===== config.mk =====
export PLATFORM = sky130hd
export DESIGN_NAME = codec_responder_flat
export DESIGN_NICKNAME = d
export VERILOG_FILES = /design/src/rtl/codec_responder_if.sv /design/src/rtl/codec_responder.sv /design/src/flat_wrapper.sv
export SDC_FILE = /design/constraint.sdc
export NUM_CORES = 1
export LEC_CHECK = 0
export BUFFER_PORTS_ARGS = -buffer_cell sky130_fd_sc_hd__clkbuf_2
export CAP_MARGIN = 30
export CORE_ASPECT_RATIO = 0.7
export CORE_MARGIN = 2
export CORE_UTILIZATION = 38
export CTS_CLUSTER_SIZE = 25
export DETAILED_ROUTE_END_ITERATION = 8
export HOLD_SLACK_MARGIN = 0.08
export SLEW_MARGIN = 40
export SYNTH_ARGS = -nofsm -noshare
export SYNTH_HDL_FRONTEND = slang
export SYNTH_SLANG_ARGS = --single-unit

===== constraint.sdc =====
create_clock -name clk -period 1.8 [get_ports clk]
set_input_delay 0.09 -clock clk [delete_from_list [all_inputs] [get_ports clk]]
set_output_delay 0.09 -clock clk [all_outputs]
set_load 0.01 [all_outputs]

===== src/rtl/codec_responder_if.sv =====
// Link bundle between the digital-core side (master) and the codec responder (slave):
// I2S-style pins plus the parallel ADC source / DAC sink words.
interface codec_responder_if #(
    parameter int DATA_W = 16
);
    logic                     LRCLK;
    logic                     SCLK;
    logic                     RSTn;
    logic                     SDin;
    logic                     SDout;
    logic signed [DATA_W-1:0] adc_lft;
    logic signed [DATA_W-1:0] adc_rht;
    logic                     adc_req;
    logic signed [DATA_W-1:0] dac_lft;
    logic signed [DATA_W-1:0] dac_rht;
    logic                     dac_valid;
    logic                     frame_err;

    modport master (
        output LRCLK, SCLK, RSTn, SDin, adc_lft, adc_rht,
        input  SDout, adc_req, dac_lft, dac_rht, dac_valid, frame_err
    );

    modport slave (
        input  LRCLK, SCLK, RSTn, SDin, adc_lft, adc_rht,
        output SDout, adc_req, dac_lft, dac_rht, dac_valid, frame_err
    );
endinterface


===== src/rtl/codec_responder.sv =====
// Codec-side end of an I2S-style link: deserialises SDin into L/R DAC words, serialises ADC words onto SDout.
// Optional macro LOOPBACK_EN: transmit the received DAC words instead of adc_lft/adc_rht.
module codec_responder #(
    parameter int DATA_W      = 16,
    parameter int SYNC_STAGES = 2
) (
    input  logic             clk,
    input  logic             rst,
    codec_responder_if.slave lnk
);
    localparam int               CNT_W    = $clog2(DATA_W + 2);
    localparam logic [CNT_W-1:0] CNT_FULL = CNT_W'(DATA_W);
    localparam logic [CNT_W-1:0] CNT_SAT  = CNT_W'(DATA_W + 1);

    typedef enum logic [1:0] {
        ST_HOLD  = 2'd0,
        ST_ALIGN = 2'd1,
        ST_RUN   = 2'd2
    } state_e;

    // One shared chain for {LRCLK, SCLK, RSTn, SDin} keeps the pin edges aligned.
    logic [SYNC_STAGES-1:0][3:0] sync_q, sync_d;
    logic                        lr_prev_q, lr_prev_d;
    logic                        sck_prev_q, sck_prev_d;

    logic s_lr, s_sck, s_rstn, s_sd;
    logic lr_rise, lr_fall, lr_edge;
    logic sck_rise, sck_fall;

    state_e state_q, state_d;
    logic   link_active;
    logic   link_run;

    logic        [DATA_W-1:0] rx_sh_q, rx_sh_d;
    logic        [CNT_W-1:0]  bit_cnt_q, bit_cnt_d;
    logic        [DATA_W-1:0] tx_sh_q, tx_sh_d;
    logic signed [DATA_W-1:0] dac_lft_q, dac_lft_d;
    logic signed [DATA_W-1:0] dac_rht_q, dac_rht_d;
    logic                     lft_ok_q, lft_ok_d;
    logic                     dac_valid_q, dac_valid_d;
    logic                     adc_req_q, adc_req_d;
    logic                     frame_err_q, frame_err_d;
    logic        [DATA_W-1:0] word_lft;
    logic        [DATA_W-1:0] word_rht;
`ifndef LOOPBACK_EN
    logic signed [DATA_W-1:0] rht_hold_q, rht_hold_d;
`endif

    always_comb begin
        sync_d[0] = {lnk.LRCLK, lnk.SCLK, lnk.RSTn, lnk.SDin};
        for (int i = 1; i < SYNC_STAGES; i++) begin
            sync_d[i] = sync_q[i-1];
        end
    end

    assign s_lr   = sync_q[SYNC_STAGES-1][3];
    assign s_sck  = sync_q[SYNC_STAGES-1][2];
    assign s_rstn = sync_q[SYNC_STAGES-1][1];
    assign s_sd   = sync_q[SYNC_STAGES-1][0];

    assign lr_prev_d  = s_lr;
    assign sck_prev_d = s_sck;

    assign lr_rise  = s_lr & ~lr_prev_q;
    assign lr_fall  = ~s_lr & lr_prev_q;
    assign lr_edge  = lr_rise | lr_fall;
    assign sck_rise = s_sck & ~sck_prev_q;
    assign sck_fall = ~s_sck & sck_prev_q;

    always_ff @(posedge clk) begin
        if (rst) begin
            state_q <= ST_HOLD;
        end else begin
            state_q <= state_d;
        end
    end

    // ALIGN covers the partial slot after reset release; the first LRCLK edge is only a marker.
    always_comb begin
        state_d = state_q;
        if (!s_rstn) begin
            state_d = ST_HOLD;
        end else begin
            case (state_q)
                ST_HOLD:  state_d = ST_ALIGN;
                ST_ALIGN: if (lr_edge) state_d = ST_RUN;
                ST_RUN:   state_d = ST_RUN;
                default:  state_d = ST_HOLD;
            endcase
        end
    end

    always_comb begin
        link_active = 1'b0;
        link_run    = 1'b0;
        case (state_q)
            ST_ALIGN: link_active = s_rstn;
            ST_RUN: begin
                link_active = s_rstn;
                link_run    = s_rstn;
            end
            default: ;
        endcase
    end

`ifdef LOOPBACK_EN
    assign word_lft = dac_lft_q;
    assign word_rht = dac_rht_q;
`else
    assign word_lft = lnk.adc_lft;
    assign word_rht = rht_hold_q;
`endif

    always_comb begin
        rx_sh_d     = rx_sh_q;
        bit_cnt_d   = bit_cnt_q;
        dac_lft_d   = dac_lft_q;
        dac_rht_d   = dac_rht_q;
        lft_ok_d    = lft_ok_q;
        dac_valid_d = 1'b0;
        frame_err_d = 1'b0;
        if (!link_active) begin
            rx_sh_d   = '0;
            bit_cnt_d = '0;
            lft_ok_d  = 1'b0;
        end else begin
            if (lr_edge) begin
                rx_sh_d   = '0;
                bit_cnt_d = '0;
                if (link_run) begin
                    frame_err_d = (bit_cnt_q != CNT_FULL);
                    if (lr_fall) begin
                        dac_lft_d = rx_sh_q;
                        lft_ok_d  = 1'b1;
                    end else begin
                        dac_rht_d   = rx_sh_q;
                        dac_valid_d = lft_ok_q;
                    end
                end
            end
            // An SCLK rise coinciding with an LRCLK edge lands as bit 1 of the new slot.
            if (sck_rise) begin
                rx_sh_d = {rx_sh_d[DATA_W-2:0], s_sd};
                if (bit_cnt_d != CNT_SAT) begin
                    bit_cnt_d = bit_cnt_d + CNT_W'(1);
                end
            end
        end
    end

    always_comb begin
        tx_sh_d   = tx_sh_q;
        adc_req_d = 1'b0;
`ifndef LOOPBACK_EN
        rht_hold_d = rht_hold_q;
`endif
        if (!link_active) begin
            tx_sh_d = '0;
        end else if (lr_rise) begin
            tx_sh_d   = word_lft;
            adc_req_d = 1'b1;
`ifndef LOOPBACK_EN
            rht_hold_d = lnk.adc_rht;
`endif
        end else if (lr_fall) begin
            tx_sh_d = word_rht;
        end else if (sck_fall) begin
            tx_sh_d = {tx_sh_q[DATA_W-2:0], 1'b0};
        end
    end

    always_ff @(posedge clk) begin
        if (rst) begin
            sync_q      <= '0;
            lr_prev_q   <= 1'b0;
            sck_prev_q  <= 1'b0;
            rx_sh_q     <= '0;
            bit_cnt_q   <= '0;
            tx_sh_q     <= '0;
            dac_lft_q   <= '0;
            dac_rht_q   <= '0;
            lft_ok_q    <= 1'b0;
            dac_valid_q <= 1'b0;
            adc_req_q   <= 1'b0;
            frame_err_q <= 1'b0;
`ifndef LOOPBACK_EN
            rht_hold_q  <= '0;
`endif
        end else begin
            sync_q      <= sync_d;
            lr_prev_q   <= lr_prev_d;
            sck_prev_q  <= sck_prev_d;
            rx_sh_q     <= rx_sh_d;
            bit_cnt_q   <= bit_cnt_d;
            tx_sh_q     <= tx_sh_d;
            dac_lft_q   <= dac_lft_d;
            dac_rht_q   <= dac_rht_d;
            lft_ok_q    <= lft_ok_d;
            dac_valid_q <= dac_valid_d;
            adc_req_q   <= adc_req_d;
            frame_err_q <= frame_err_d;
`ifndef LOOPBACK_EN
            rht_hold_q  <= rht_hold_d;
`endif
        end
    end

    assign lnk.SDout     = tx_sh_q[DATA_W-1];
    assign lnk.dac_lft   = dac_lft_q;
    assign lnk.dac_rht   = dac_rht_q;
    assign lnk.dac_valid = dac_valid_q;
    assign lnk.adc_req   = adc_req_q;
    assign lnk.frame_err = frame_err_q;

endmodule


===== src/flat_wrapper.sv =====
// flat-port wrapper written by rule: the top's interface ports become plain ports
module codec_responder_flat 
#(
    parameter int DATA_W      = 16,
    parameter int SYNC_STAGES = 2
)
  (clk, rst, lnk_LRCLK, lnk_SCLK, lnk_RSTn, lnk_SDin, lnk_adc_lft, lnk_adc_rht, lnk_SDout, lnk_adc_req, lnk_dac_lft, lnk_dac_rht, lnk_dac_valid, lnk_frame_err);
  codec_responder_if #(.DATA_W(DATA_W)) lnk_i ();
  input  logic clk;
  input  logic rst;
  input wire logic [$bits(lnk_i.LRCLK)-1:0] lnk_LRCLK;
  input wire logic [$bits(lnk_i.SCLK)-1:0] lnk_SCLK;
  input wire logic [$bits(lnk_i.RSTn)-1:0] lnk_RSTn;
  input wire logic [$bits(lnk_i.SDin)-1:0] lnk_SDin;
  input wire logic [$bits(lnk_i.adc_lft)-1:0] lnk_adc_lft;
  input wire logic [$bits(lnk_i.adc_rht)-1:0] lnk_adc_rht;
  output wire logic [$bits(lnk_i.SDout)-1:0] lnk_SDout;
  output wire logic [$bits(lnk_i.adc_req)-1:0] lnk_adc_req;
  output wire logic [$bits(lnk_i.dac_lft)-1:0] lnk_dac_lft;
  output wire logic [$bits(lnk_i.dac_rht)-1:0] lnk_dac_rht;
  output wire logic [$bits(lnk_i.dac_valid)-1:0] lnk_dac_valid;
  output wire logic [$bits(lnk_i.frame_err)-1:0] lnk_frame_err;
  assign lnk_i.LRCLK = lnk_LRCLK;
  assign lnk_i.SCLK = lnk_SCLK;
  assign lnk_i.RSTn = lnk_RSTn;
  assign lnk_i.SDin = lnk_SDin;
  assign lnk_i.adc_lft = lnk_adc_lft;
  assign lnk_i.adc_rht = lnk_adc_rht;
  assign lnk_SDout = lnk_i.SDout;
  assign lnk_adc_req = lnk_i.adc_req;
  assign lnk_dac_lft = lnk_i.dac_lft;
  assign lnk_dac_rht = lnk_i.dac_rht;
  assign lnk_dac_valid = lnk_i.dac_valid;
  assign lnk_frame_err = lnk_i.frame_err;
  codec_responder #(.DATA_W(DATA_W), .SYNC_STAGES(SYNC_STAGES)) u_core (.clk(clk), .rst(rst), .lnk(lnk_i));
endmodule

Word-level counts from Yosys, hierarchy flattened
Index checks and enable logic that the tools add are counted.
{"block": "totals", "word_cells": 62, "ff_bits": 101, "rom_bits": 0, "latchBits": 0, "n_memories": 0, "inputBits": 38, "ramBits": 0}
{"block": "op_classes", "n_div": 0, "add_sub_neg": 1, "n_shift": 0, "muxes": 14, "reduce_logical": 12, "eq_ne": 5, "n_lt_le_gt_ge": 0, "n_mul": 0, "bitwise": 14}
{"operator": "$mux 16", "n": 5}
{"operator": "$mux 5", "n": 4}
{"operator": "$ne 5x5->1 const B", "n": 2}
{"operator": "$not 1->1", "n": 9}
{"operator": "$reduce_and 4->1", "n": 2}
{"operator": "$pmux 2 s3", "n": 1}
{"operator": "$reduce_or 2->1", "n": 3}
{"operator": "$add 5x1->5 const B", "n": 1}
{"operator": "$reduce_or 5->1", "n": 1}
{"operator": "$and 1x1->1", "n": 4}
{"operator": "$reduce_or 4->1", "n": 1}
{"operator": "$mux 1", "n": 3}
{"operator": "$reduce_and 3->1", "n": 1}
{"operator": "$reduce_bool 3->1", "n": 1}
{"operator": "$eq 2x1->1 const B", "n": 1}
{"operator": "$eq 2x2->1 const B", "n": 1}
{"operator": "$logic_not 2->1", "n": 1}
{"operator": "$mux 2", "n": 1}
{"operator": "$ne 2x1->1 const B", "n": 1}
{"operator": "$reduce_and 2->1", "n": 1}
{"operator": "$reduce_bool 2->1", "n": 1}
{"operator": "$or 1x1->1", "n": 1}

Depth between registers and ports, before layout
{"block": "logic_depth", "word_depth": 8, "depth_mapped": 8, "mapped_depth_nobuf": 5}

Least setup slack after synthesis
No wires, ideal clock.
{"block": "synth_path", "kind": "flip-flop to flip-flop", "from": "reg u_core.sync_q (netlist bit u_core.lr_prev_d)", "to": "reg u_core.dac_rht_q[15] (netlist: u_core.lnk.dac_rht[15])", "setup_slack_ns": 0.188, "n_path_buf": 2, "arrival_time_ns": 1.480, "path_stages_with_launch": 8, "setup_ns": 0.132, "path_cell_list": "dfxtp_1 -> inv_1 -> ha_1 -> buf_2 -> nand4b_1 -> clkbuf_1 -> o21ai_0 -> a21oi_1"}
{"block": "synth_between", "elab_chain_cells": 4, "elab_cells_between_ends": 6, "classes_between": "bitwise (5); reduce/logical (1)"}
{"item": "start: declaration", "line_no": "codec_responder.sv:22", "rtl": "logic [SYNC_STAGES-1:0][3:0] sync_q, sync_d;"}
{"item": "start signal: assignment", "line_no": "codec_responder.sv:190", "rtl": "sync_q <= sync_d;"}
{"item": "$not 1->1", "line_no": "codec_responder.sv:65", "rtl": "assign lr_fall = ~s_lr & lr_prev_q;"}
{"item": "$and 1x1->1", "line_no": "codec_responder.sv:65"}
{"item": "$or 1x1->1 / $not 1->1 (equally long branches)"}
{"item": "$reduce_and 4->1 (no source line) *"}
{"item": "end signal: assignment", "line_no": "codec_responder.sv:197", "rtl": "dac_rht_q <= dac_rht_d;"}
{"item": "end: declaration", "line_no": "codec_responder.sv:38", "rtl": "logic signed [DATA_W-1:0] dac_rht_q, dac_rht_d;"}
Mark *: on every way between the ends. The rest lies on a longest branch, timed or not.
A chain may end at the register's enable or synchronous reset.

Final worst setup path
{"block": "layout_path", "from": "reg u_core.sync_q (netlist bit u_core.lr_prev_d)", "to": "reg u_core.tx_sh_q[13]"}
{"block": "layout_between", "elab_chain_cells": 4, "elab_cells_between_ends": 6, "classes_between": "mux (2); bitwise (3); reduce/logical (1)"}
{"item": "$not 1->1", "line_no": "codec_responder.sv:65"}
{"item": "$and 1x1->1", "line_no": "codec_responder.sv:65"}
{"item": "$mux 16", "line_no": "codec_responder.sv:165", "rtl": "end else if (lr_fall) begin"}
{"item": "$mux 16", "line_no": "codec_responder.sv:159", "rtl": "end else if (lr_rise) begin"}
{"item": "end signal: assignment", "line_no": "codec_responder.sv:195", "rtl": "tx_sh_q <= tx_sh_d;"}
{"item": "end: declaration", "line_no": "codec_responder.sv:36", "rtl": "logic [DATA_W-1:0] tx_sh_q, tx_sh_d;"}
Several ways; a longest one is shown, not always the timed one.

==> flow_metrics.tcl <==
set metrics [dict create \
    status "completed" \
    async_reset_ff_share_pct 0 \
    grt_first_pass_wirelength_um 16300 \
    p_leak_nw 1.83 \
    ir_worst_vdd_uv 474 \
    syn_inst 482 \
    multi_input_area_mm2 0.00188 \
    yosysSeqAreaShare_pct 49.0 \
    worst-path-buf-inv 2 \
    synthTopCellsByArea "dfxtp_1 49%, a21oi_1 10%, nand2_1 9.5%" \
    die_h_um 91.2 \
    grt_antenna_before_repair 0 \
    drc 0 \
    syn_avg_cell_area_um2 8.56 \
    required_ns 2.02 \
    grt_pass1_vias 3439 \
    die_x_um 129 \
    h-tree-depth 3 \
    rows 31 \
    wl_um 9840 \
    power_mw 4.47 \
    drv_slew 0 \
    syn_nets 526 \
    postRouteAntennaNets 0 \
    synth_cell_types 36 \
    crit_type "reg2reg" \
    setup_violations 0 \
    drive_gt1_share_pct 21.5 \
    path_cells "inv_1 > ha_1 > buf_4 > mux2_2 > o221ai_1 > a21oi_1" \
    grt_start_max_net_pins 47 \
    max_stage_delay_ns 0.37 \
    routedWlPerCell_um 14.0 \
    synth_edf_count 0 \
    start_util_pct 39.4 \
    clk_root_buffer_cell "clkbuf_16" \
    nets 610 \
    firstDrtPassIters 4 \
    synthSimpleGateAreaFrac_pct 23.0 \
    hold_path.class "in2reg" \
    io_buffers 73 \
    yosysTopAreaCell "dfxtp_1" \
    crit_arrival_ns 1.88 \
    dpl.hpwl_um 6500 \
    ys.flop_type "dfxtp_1" \
    fmax_ghz 0.601 \
    post-route-min-period_ns 1.66 \
    numClockSinks 101 \
    place.gp.congestion 0.713 \
    max_cap_viol_count 0 \
    synth_area_mm2 0.00412 \
    final.setup.tns_ns 0 \
    cts.path.max_buffers 2 \
    synth_mux_area_share_pct 4.10 \
    period_share_pct 92.5 \
    yosysWarnings 0 \
    cts_resized 0 \
    worstMarginPinSlew_ns 0.567 \
    clk_latency_ns 0.34 \
    regArea_mm2 0.00202 \
    slowest_stage "mux2_2" \
    grt_overflow 0 \
    finish.instance_area_mm2 0.00515 \
    synth_compound_area_share_pct 16.3 \
    fin_worst_skew_ns 0.00885 \
    slew-limit-headroom_pct 61.6 \
    yosysMostFrequentCell "nand2_1" \
    cts_buffers 9 \
    synth_common_cells "104 x nand2_1, 101 x dfxtp_1, 84 x a21oi_1" \
    synth_top_area_share_pct 49.0 \
    diodes 0 \
    grt_use_total_pct 17.3 \
    vias_per_cell 5.05 \
    synth_top_family_by_area "simple AND/OR/NAND/NOR gates" \
    rsz0062_at_grt "false" \
    fillers 1002 \
    drt_iter0_drc 259 \
    core_mm2 0.0105 \
    vias 3547 \
    ys_ff_latch 101 \
    placed_area_mm2 0.00463 \
    synthAdderAreaFrac_pct 1.82 \
    die-area_mm2 0.0117 \
    cts_tree "yes" \
    hold_viol 0 \
    synthToLayoutAreaGrowth_pct 24.9 \
    start_kind "flip-flop" \
    cp_top_family "multiplexers" \
    crit_path_end_kind "flip-flop" \
    path_clk_slew_ns 0.06 \
    power_density_mw_per_mm2 867 \
    ios 74 \
    synthXorXnorAreaFrac_pct 0.212 \
    critical_path.max_fanout 16 \
]
worst min-delay path: stages:
cell	delay, ns
clkbuf_2	0.08
nand2b_1	0.12
o221ai_1	0.06
a21oi_1	0.06
sequential cells by signal, indices dropped and copies added, names as in the netlist, 2 cells and up:
name and count:
u_core.sync_d 4, u_core.rht_hold_q 16, u_core.rx_sh_q 16, u_core.tx_sh_q 16, u_core.lnk.dac_lft 16, u_core.state_q 2
u_core.lnk.dac_rht 16, u_core.bit_cnt_q 5
per-stage QoR:
stage                     std cells  hold slack [ns]  worst slack [ns]  util [%]
after global placement          666            0.307             0.139      44.2
final                           703            0.130             0.135      49.2
after floorplan                 482            0.218             0.188         -
after detailed placement        666            0.304             0.142      44.2
after global routing            703            0.135           0.00519      49.2
after CTS                       703            0.113             0.129      49.2
cell usage in the layout, fill, tap and decap left out, types with 2 or more instances in the layout:
cell	n
clkbuf_1	2
nand2_1	104
clkinv_2	3
bufinv_16	2
dfxtp_1	101
nor2b_1	10
o221ai_1	15
buf_4	18
o21ai_0	18
nand3_1	20
or3_1	3
ha_1	6
buf_12	2
inv_1	7
nand4b_1	3
mux2_2	15
nand3b_1	3
a21oi_1	84
dlygate4sd3_1	21
clkbuf_16	9
nor2_1	4
nand2b_1	17
clkbuf_2	73
or3b_1	16
cell type report:
cell class	count	area share, %
Sequential cell	101	39.3
Tap cell	132	3.21
Inverter	8	0.583
Clock buffer	11	4.52
Clock inverter	5	1.46
Multi-Input combinational cell	332	36.4
Timing Repair Buffer	114	14.6
power breakdown:
group          total (mW)  switching, mW  internal (mW)
clock network        2.02          0.805           1.21
logic               0.197          0.101         0.0960
registers            2.25        0.00711           2.24
total                4.47          0.914           3.55
final timing paths:
| kind | startpoint | slack (ns) | depth (start not counted) | endpoint |
|---|---|---|---|---|
| setup / recovery | u_core.lr_prev_d | 0.14 | 6 | u_core.tx_sh_q[13] |
| hold / removal | lnk_adc_lft[1] | 0.13 | 4 | u_core.tx_sh_q[1] |
| setup reg to reg | u_core.lr_prev_d | 0.14 | 6 | u_core.tx_sh_q[13] |
| hold reg to reg | u_core.s_sd | 0.44 | 2 | u_core.rx_sh_q[0] |
logic make-up after synthesis:
group	count (synthesis)
and+or+nand+nor	189
AOI/OAI and AO/OA	121
DFF	101
buffers and inverters	49
muxes	15
adders and majority gates	6
xor gates and xnor gates	1
timing repair:
action / in CTS / in global routing
hold buffers: 21 / 0
endpoints found under the hold margin: 21 / 0
buffers inserted: 0 / 0
routing by layer:
metal | track usage (%) | vias up | routed length (µm)
met5 | 0 | - | 0
met4 | 4.98 | 0 | 92
met3 | 4.60 | 8 | 422
met2 | 26.7 | 77 | 4390
met1 | 23.9 | 1643 | 4940
li1 | - | 1819 | -
No activity file was read; power rests on OpenSTA's default activity.
